<file path="config.mk">
export PLATFORM = sky130hd
export DESIGN_NAME = jtag_tap_fsm
export DESIGN_NICKNAME = d
export VERILOG_FILES = /design/src/rtl/jtag_pkg.sv /design/src/rtl/jtag_tap_fsm.sv
export SDC_FILE = /design/constraint.sdc
export NUM_CORES = 1
export LEC_CHECK = 0
export CORE_AREA = 2 2 39 41
export CTS_CLUSTER_SIZE = 28
export DETAILED_ROUTE_END_ITERATION = 7
export DIE_AREA = 0 0 41 43
export GPL_TIMING_DRIVEN = 0
export PLACE_DENSITY = 0.88
export SLEW_MARGIN = 20
export SYNTH_ARGS = -nofsm -noshare
export SYNTH_HDL_FRONTEND = slang
export SYNTH_SLANG_ARGS = --single-unit
</file>
<file path="constraint.sdc">
create_clock -name TCK -period 2.2 [get_ports TCK]
set_input_delay 0.22 -clock TCK [delete_from_list [all_inputs] [get_ports TCK]]
set_output_delay 0.22 -clock TCK [all_outputs]
set_load 0.1 [all_outputs]
</file>
<file path="src/rtl/jtag_pkg.sv">
// Shared JTAG definitions: TAP state codes, opcodes and the state-to-strobe decode.
// Imported by the TAP controller, the instruction register and the data registers.
package jtag_pkg;

  typedef enum logic [3:0] {
    ST_EX2_DR   = 4'h0,
    ST_EX1_DR   = 4'h1,
    ST_SHIFT_DR = 4'h2,
    ST_PAUSE_DR = 4'h3,
    ST_SEL_IR   = 4'h4,
    ST_UPD_DR   = 4'h5,
    ST_CAP_DR   = 4'h6,
    ST_SEL_DR   = 4'h7,
    ST_EX2_IR   = 4'h8,
    ST_EX1_IR   = 4'h9,
    ST_SHIFT_IR = 4'hA,
    ST_PAUSE_IR = 4'hB,
    ST_RTI      = 4'hC,
    ST_UPD_IR   = 4'hD,
    ST_CAP_IR   = 4'hE,
    ST_TLR      = 4'hF
  } tapState_e;

  localparam logic [3:0] BYPASS_OPCODE = 4'hF;

  typedef struct packed {
    logic tlr;
    logic rti;
    logic captureIr;
    logic shiftIr;
    logic updateIr;
    logic captureDr;
    logic shiftDr;
    logic updateDr;
    logic selectIr;
  } tapFlags_t;

  // Moore decode; the IR column runs from Select-IR-Scan through Update-IR.
  function automatic tapFlags_t decodeState(input tapState_e s);
    tapFlags_t f;
    f = '0;
    case (s)
      ST_TLR:      f.tlr = 1'b1;
      ST_RTI:      f.rti = 1'b1;
      ST_CAP_DR:   f.captureDr = 1'b1;
      ST_SHIFT_DR: f.shiftDr = 1'b1;
      ST_UPD_DR:   f.updateDr = 1'b1;
      ST_SEL_IR, ST_EX1_IR, ST_PAUSE_IR, ST_EX2_IR: f.selectIr = 1'b1;
      ST_CAP_IR: begin
        f.captureIr = 1'b1;
        f.selectIr  = 1'b1;
      end
      ST_SHIFT_IR: begin
        f.shiftIr  = 1'b1;
        f.selectIr = 1'b1;
      end
      ST_UPD_IR: begin
        f.updateIr = 1'b1;
        f.selectIr = 1'b1;
      end
      default: f = '0;
    endcase
    return f;
  endfunction

endpackage

</file>
<file path="src/rtl/jtag_tap_fsm.sv">
// IEEE 1149.1 TAP controller: 16-state TMS-driven FSM with registered strobes,
// TDO steering and a falling-edge TDO output enable.
module jtag_tap_fsm
  import jtag_pkg::*;
(
  input  logic       TCK,
  input  logic       TRST,
  input  logic       TMS,
  input  logic       INSTR_TDO,
  input  logic       DR_TDO,
  output logic [3:0] STATE,
  output logic       TEST_LOGIC_RESET,
  output logic       RUN_TEST_IDLE,
  output logic       CAPTUREIR,
  output logic       SHIFTIR,
  output logic       UPDATEIR,
  output logic       CAPTUREDR,
  output logic       SHIFTDR,
  output logic       UPDATEDR,
  output logic       SELECT_IR,
  output logic       TDO,
  output logic       TDO_EN
);

  tapState_e state_q, state_d;
  tapFlags_t flags_q;
  logic      tdo_en_q;

  always_comb begin
    state_d = state_q;
    case (state_q)
      ST_TLR:      state_d = TMS ? ST_TLR      : ST_RTI;
      ST_RTI:      state_d = TMS ? ST_SEL_DR   : ST_RTI;
      ST_SEL_DR:   state_d = TMS ? ST_SEL_IR   : ST_CAP_DR;
      ST_CAP_DR:   state_d = TMS ? ST_EX1_DR   : ST_SHIFT_DR;
      ST_SHIFT_DR: state_d = TMS ? ST_EX1_DR   : ST_SHIFT_DR;
      ST_EX1_DR:   state_d = TMS ? ST_UPD_DR   : ST_PAUSE_DR;
      ST_PAUSE_DR: state_d = TMS ? ST_EX2_DR   : ST_PAUSE_DR;
      ST_EX2_DR:   state_d = TMS ? ST_UPD_DR   : ST_SHIFT_DR;
      ST_UPD_DR:   state_d = TMS ? ST_SEL_DR   : ST_RTI;
      ST_SEL_IR:   state_d = TMS ? ST_TLR      : ST_CAP_IR;
      ST_CAP_IR:   state_d = TMS ? ST_EX1_IR   : ST_SHIFT_IR;
      ST_SHIFT_IR: state_d = TMS ? ST_EX1_IR   : ST_SHIFT_IR;
      ST_EX1_IR:   state_d = TMS ? ST_UPD_IR   : ST_PAUSE_IR;
      ST_PAUSE_IR: state_d = TMS ? ST_EX2_IR   : ST_PAUSE_IR;
      ST_EX2_IR:   state_d = TMS ? ST_UPD_IR   : ST_SHIFT_IR;
      ST_UPD_IR:   state_d = TMS ? ST_SEL_DR   : ST_RTI;
      default:     state_d = ST_TLR;
    endcase
  end

  // Strobes are decoded from the next state so they register alongside it.
  always_ff @(posedge TCK) begin
    if (TRST) begin
      state_q <= ST_TLR;
      flags_q <= decodeState(ST_TLR);
    end else begin
      state_q <= state_d;
      flags_q <= decodeState(state_d);
    end
  end

  always_ff @(negedge TCK) begin
    if (TRST) tdo_en_q <= 1'b0;
    else      tdo_en_q <= flags_q.shiftIr | flags_q.shiftDr;
  end

  assign STATE            = state_q;
  assign TEST_LOGIC_RESET = flags_q.tlr;
  assign RUN_TEST_IDLE    = flags_q.rti;
  assign CAPTUREIR        = flags_q.captureIr;
  assign SHIFTIR          = flags_q.shiftIr;
  assign UPDATEIR         = flags_q.updateIr;
  assign CAPTUREDR        = flags_q.captureDr;
  assign SHIFTDR          = flags_q.shiftDr;
  assign UPDATEDR         = flags_q.updateDr;
  assign SELECT_IR        = flags_q.selectIr;
  assign TDO              = flags_q.selectIr ? INSTR_TDO : DR_TDO;
  assign TDO_EN           = tdo_en_q;

endmodule
</file>
* Word level (Yosys, flattened, before mapping)
Index checks and enable logic that the tools add are counted.
** Cells by class
- Add/subtract/negate cells :: 0
- Multiply operators :: 0
- Divide/modulo/power cells :: 0
- Magnitude comparators :: 0
- Eq/ne operators :: 27
- Shift-type cells :: 0
- Muxes and demuxes :: 23
- Bitwise gates (word level) :: 1
- Reductions and logical operators :: 5
** Operators by type and width (count)
- $eq A4 B4 Y1 const B :: 16
- $pmux W4 S12 :: 1
- $eq A4 B3 Y1 const B :: 7
- $eq A4 B2 Y1 const B :: 3
- $mux W2 :: 6
- $mux W3 :: 4
- $mux W1 :: 11
- $reduce_or A7 Y1 :: 1
- $eq A4 B1 Y1 const B :: 1
- $logic_not A4 Y1 :: 1
- $mux W4 :: 1
- $reduce_or A2 Y1 :: 2
- $reduce_or A3 Y1 :: 1
- $or A1 B1 Y1 :: 1
** Word-level totals
- Register bits after elaboration :: 14
- Bits in latches :: 0
- Bits in writable memories :: 0
- Memory bits (read-only) :: 0
- Input bits :: 5
- Output and inout port bits :: 15
- Logic and storage cells :: 67
- Memories :: 0

* Depth between registers and ports, before layout
Gate-level depths: netlist (run 1).
- Depth in word-level cells :: 6
- Mapped depth :: 4
- Gate-level depth less buffers :: 3

==> results_dict.tcl, run 1 <==
set metrics [dict create \
    status "finished clean" \
    grt_max_degree 11 \
    slew_viol_final 0 \
    vias 511 \
    drc 0 \
    busiest_layer "met2" \
    slowest_stage "dfxtp_2" \
    grt_usage_pct 16.7 \
    worst_clock_skew_ps 53.1 \
    cp_max_fo 1 \
    synthDistinctLibCells 26 \
    max_cap_viol_count 0 \
    start_kind "register" \
    io_buffers 19 \
    die_area_mm2 0.00176 \
    num_rows 14 \
    grt_use_met3_pct 3.66 \
    syn-cell-area_um2 579 \
    ys_seq_elements 14 \
    worstSetupStartpoint "TDO_EN" \
    clock_latency_ps 340 \
    globalplace.congestion 0.775 \
    drive_gt1_share_pct 25.3 \
    hold_viol_final 0 \
    p_leak_nw 0.360 \
    cp_top_family "flip-flops" \
    io_pins 20 \
    fin_area_um2 845 \
    cp_cell_sequence "buf_12" \
    wl_per_cell_um 12.8 \
    initial_core_util_pct 41.9 \
    grt_overflow 0 \
    setup_viol 0 \
    slowest_delay_ps 330 \
    synth_area_leaders "dfxtp_1 (48%), mux2_2 (3.9%), nor4_4 (3.7%)" \
    firstDrtPassIters 4 \
    synth_top_cell_by_area "dfxtp_1" \
    ys_warn_count 0 \
    rsz0062_at_grt "false" \
    via_per_inst 5.38 \
    die_width_um 41 \
    synth_fp_nets 61 \
    dpl_cell_area_um2 793 \
    syn2layout_area_growth_pct 45.8 \
    dp_hpwl_um 889 \
    drt-total-wl_mm 1.21 \
    hp-class "register to register" \
    postCtsHoldBufs 0 \
    met2_usage_pct 22.2 \
    r2r-start "SHIFTDR" \
    critPathArrivalTime_ps 1940 \
    ir_drop_v 0.000555 \
    synth_top_area_share_pct 48.4 \
    clock_sinks 14 \
    drt_iter0_markers 16 \
    holdCritStartpoint "STATE[2]" \
    tightest_slew_ps 973 \
    synth_cells 56 \
    cts_tree "done" \
    htreeDepth 1 \
    fillCellCount 119 \
    power_mw 0.759 \
    fin_nets 85 \
    cts_root_buf "clkbuf_4" \
    crit_required_ps 1980 \
    yosysSeqAreaShare_pct 48.4 \
    cts-buffers-inserted 3 \
    slew_headroom_pct 35.0 \
    syn_avg_cell_area_um2 10.3 \
    worstSetupEndpointType "primary output" \
    dp_worst_setup_slack_ps -529 \
    gr-usage-met1_pct 18.2 \
    ant_nets 0 \
    cts.path.max_buffers 2 \
    crit_buf_inv 1 \
    die_h_um 43 \
    grt_pass1_vias 467 \
    cts.reportedPaths.clkPinSlew_ps 80 \
    finalWorstSetupSlack_ps 40.2 \
    worstSetupPathType "register to primary output" \
    antenna_found_initial 0 \
    cellPowerDensity_mw_per_mm2 898 \
    antenna_cells 0 \
    coreArea_mm2 0.00138 \
    grt_first_pass_wirelength_mm 1.87 \
]
==> final timing paths <==
path | end | cells after the start | slack [ps]
max | TDO_EN | 1 | 40
min | UPDATEDR | 2 | 590
max reg2reg | TDO_EN | 2 | 570
min reg2reg | UPDATEDR | 2 | 590
==> flip-flops by register name, summed over array words and instances, names as in the netlist <==
name	flops
SELECT_IR	1
SHIFTIR	1
RUN_TEST_IDLE	1
STATE	4
UPDATEDR	1
UPDATEIR	1
CAPTUREIR	1
CAPTUREDR	1
SHIFTDR	1
TDO_EN	1
TEST_LOGIC_RESET	1
==> placed cells by master, fill, tap and decap left out, types with 2 or more instances in the layout <==
master / instances
and3_1: 2
buf_4: 2
clkbuf_4: 3
clkdlybuf4s50_1: 16
dfxtp_1: 11
dfxtp_2: 3
dlymetal6s2s_1: 2
inv_1: 2
mux2_2: 2
nand2_1: 5
nor2_1: 5
nor3_1: 3
nor4_1: 3
o21ai_1: 2
==> final cells by class <==
class	count	area (um2)	share of cell area, %
Clock inverter	1	3.75	0.444
Sequential cell	14	284	33.6
Clock buffer	4	36.3	4.30
Tap cell	16	20.0	2.37
Timing Repair Buffer	19	205	24.3
Multi-Input combinational cell	36	248	29.3
Buffer	3	26.3	3.11
Inverter	2	21.3	2.52
==> where the power goes <==
part           internal [mW]  switching [mW]  leakage, nW
logic                 0.0857           0.201        0.217
clock network          0.103          0.0880       0.0263
registers              0.271          0.0105        0.116
==> routing by layer <==
metal / up-vias / wire length (um)
met2: 36 / 585
li1: 242 / -
met3: 7 / 96
met1: 226 / 459
met5: - / 0
met4: 0 / 71
==> cell families (layout without fill, tap and decap cells) <==
group | count (synthesis) | after routing | share of synthesized area, %
buffers and inverters | 6 | 29 | 8.86
and+or+nand+nor | 24 | 24 | 24.6
DFF | 14 | 14 | 48.4
AOI/OAI and AO/OA | 10 | 10 | 14.3
muxes | 2 | 2 | 3.89
==> cell usage after synthesis <==
library cell	count
nor4_1	3
bufinv_8	1
a221o_1	1
and3_1	2
o21ai_0	1
dfxtp_1	14
buf_4	2
a311o_1	1
nor3_1	3
nor2_1	5
or2b_4	1
nor2b_1	1
buf_6	1
nor4_4	1
nand2_1	5
a21o_1	1
o21ai_1	2
or2_1	1
inv_1	2
mux2_2	2
nand3_1	1
a31o_2	1
or2_4	1
a21boi_2	1
o22ai_2	1
a21boi_0	1
==> per-stage QoR <==
step	utilization, %	TNS (ps)	hold slack (ps)	instances
2_1_floorplan	-	0	319	56
3_3_place_gp	57.3	-526	558	91
3_5_place_dp	57.3	-529	581	91
4_1_cts	60.0	0	593	95
5_1_grt	61.0	0	623	95
6_report	61.0	0	588	95
==> repair_timing <==
item | 4_1_cts | 5_1_grt
setup buffers | 0 | 0
endpoints found under the setup margin | 1 | 3
endpoints found under the hold margin | 0 | 0
resized for setup | 7 | 4
No activity file was read; power rests on OpenSTA's default activity.
==> inputs of run 2 (changes only) <==
--- a/config.mk
+++ b/config.mk
@@ -11,7 +11,8 @@
 export DIE_AREA = 0 0 41 43
 export GPL_TIMING_DRIVEN = 0
 export PLACE_DENSITY = 0.88
-export SLEW_MARGIN = 20
+export SKIP_LAST_GASP = 1
+export SLEW_MARGIN = 0
 export SYNTH_ARGS = -nofsm -noshare
 export SYNTH_HDL_FRONTEND = slang
 export SYNTH_SLANG_ARGS = --single-unit
==> results of run 2 <==
Final layout, timing and power as in run 1 (identical DEF).
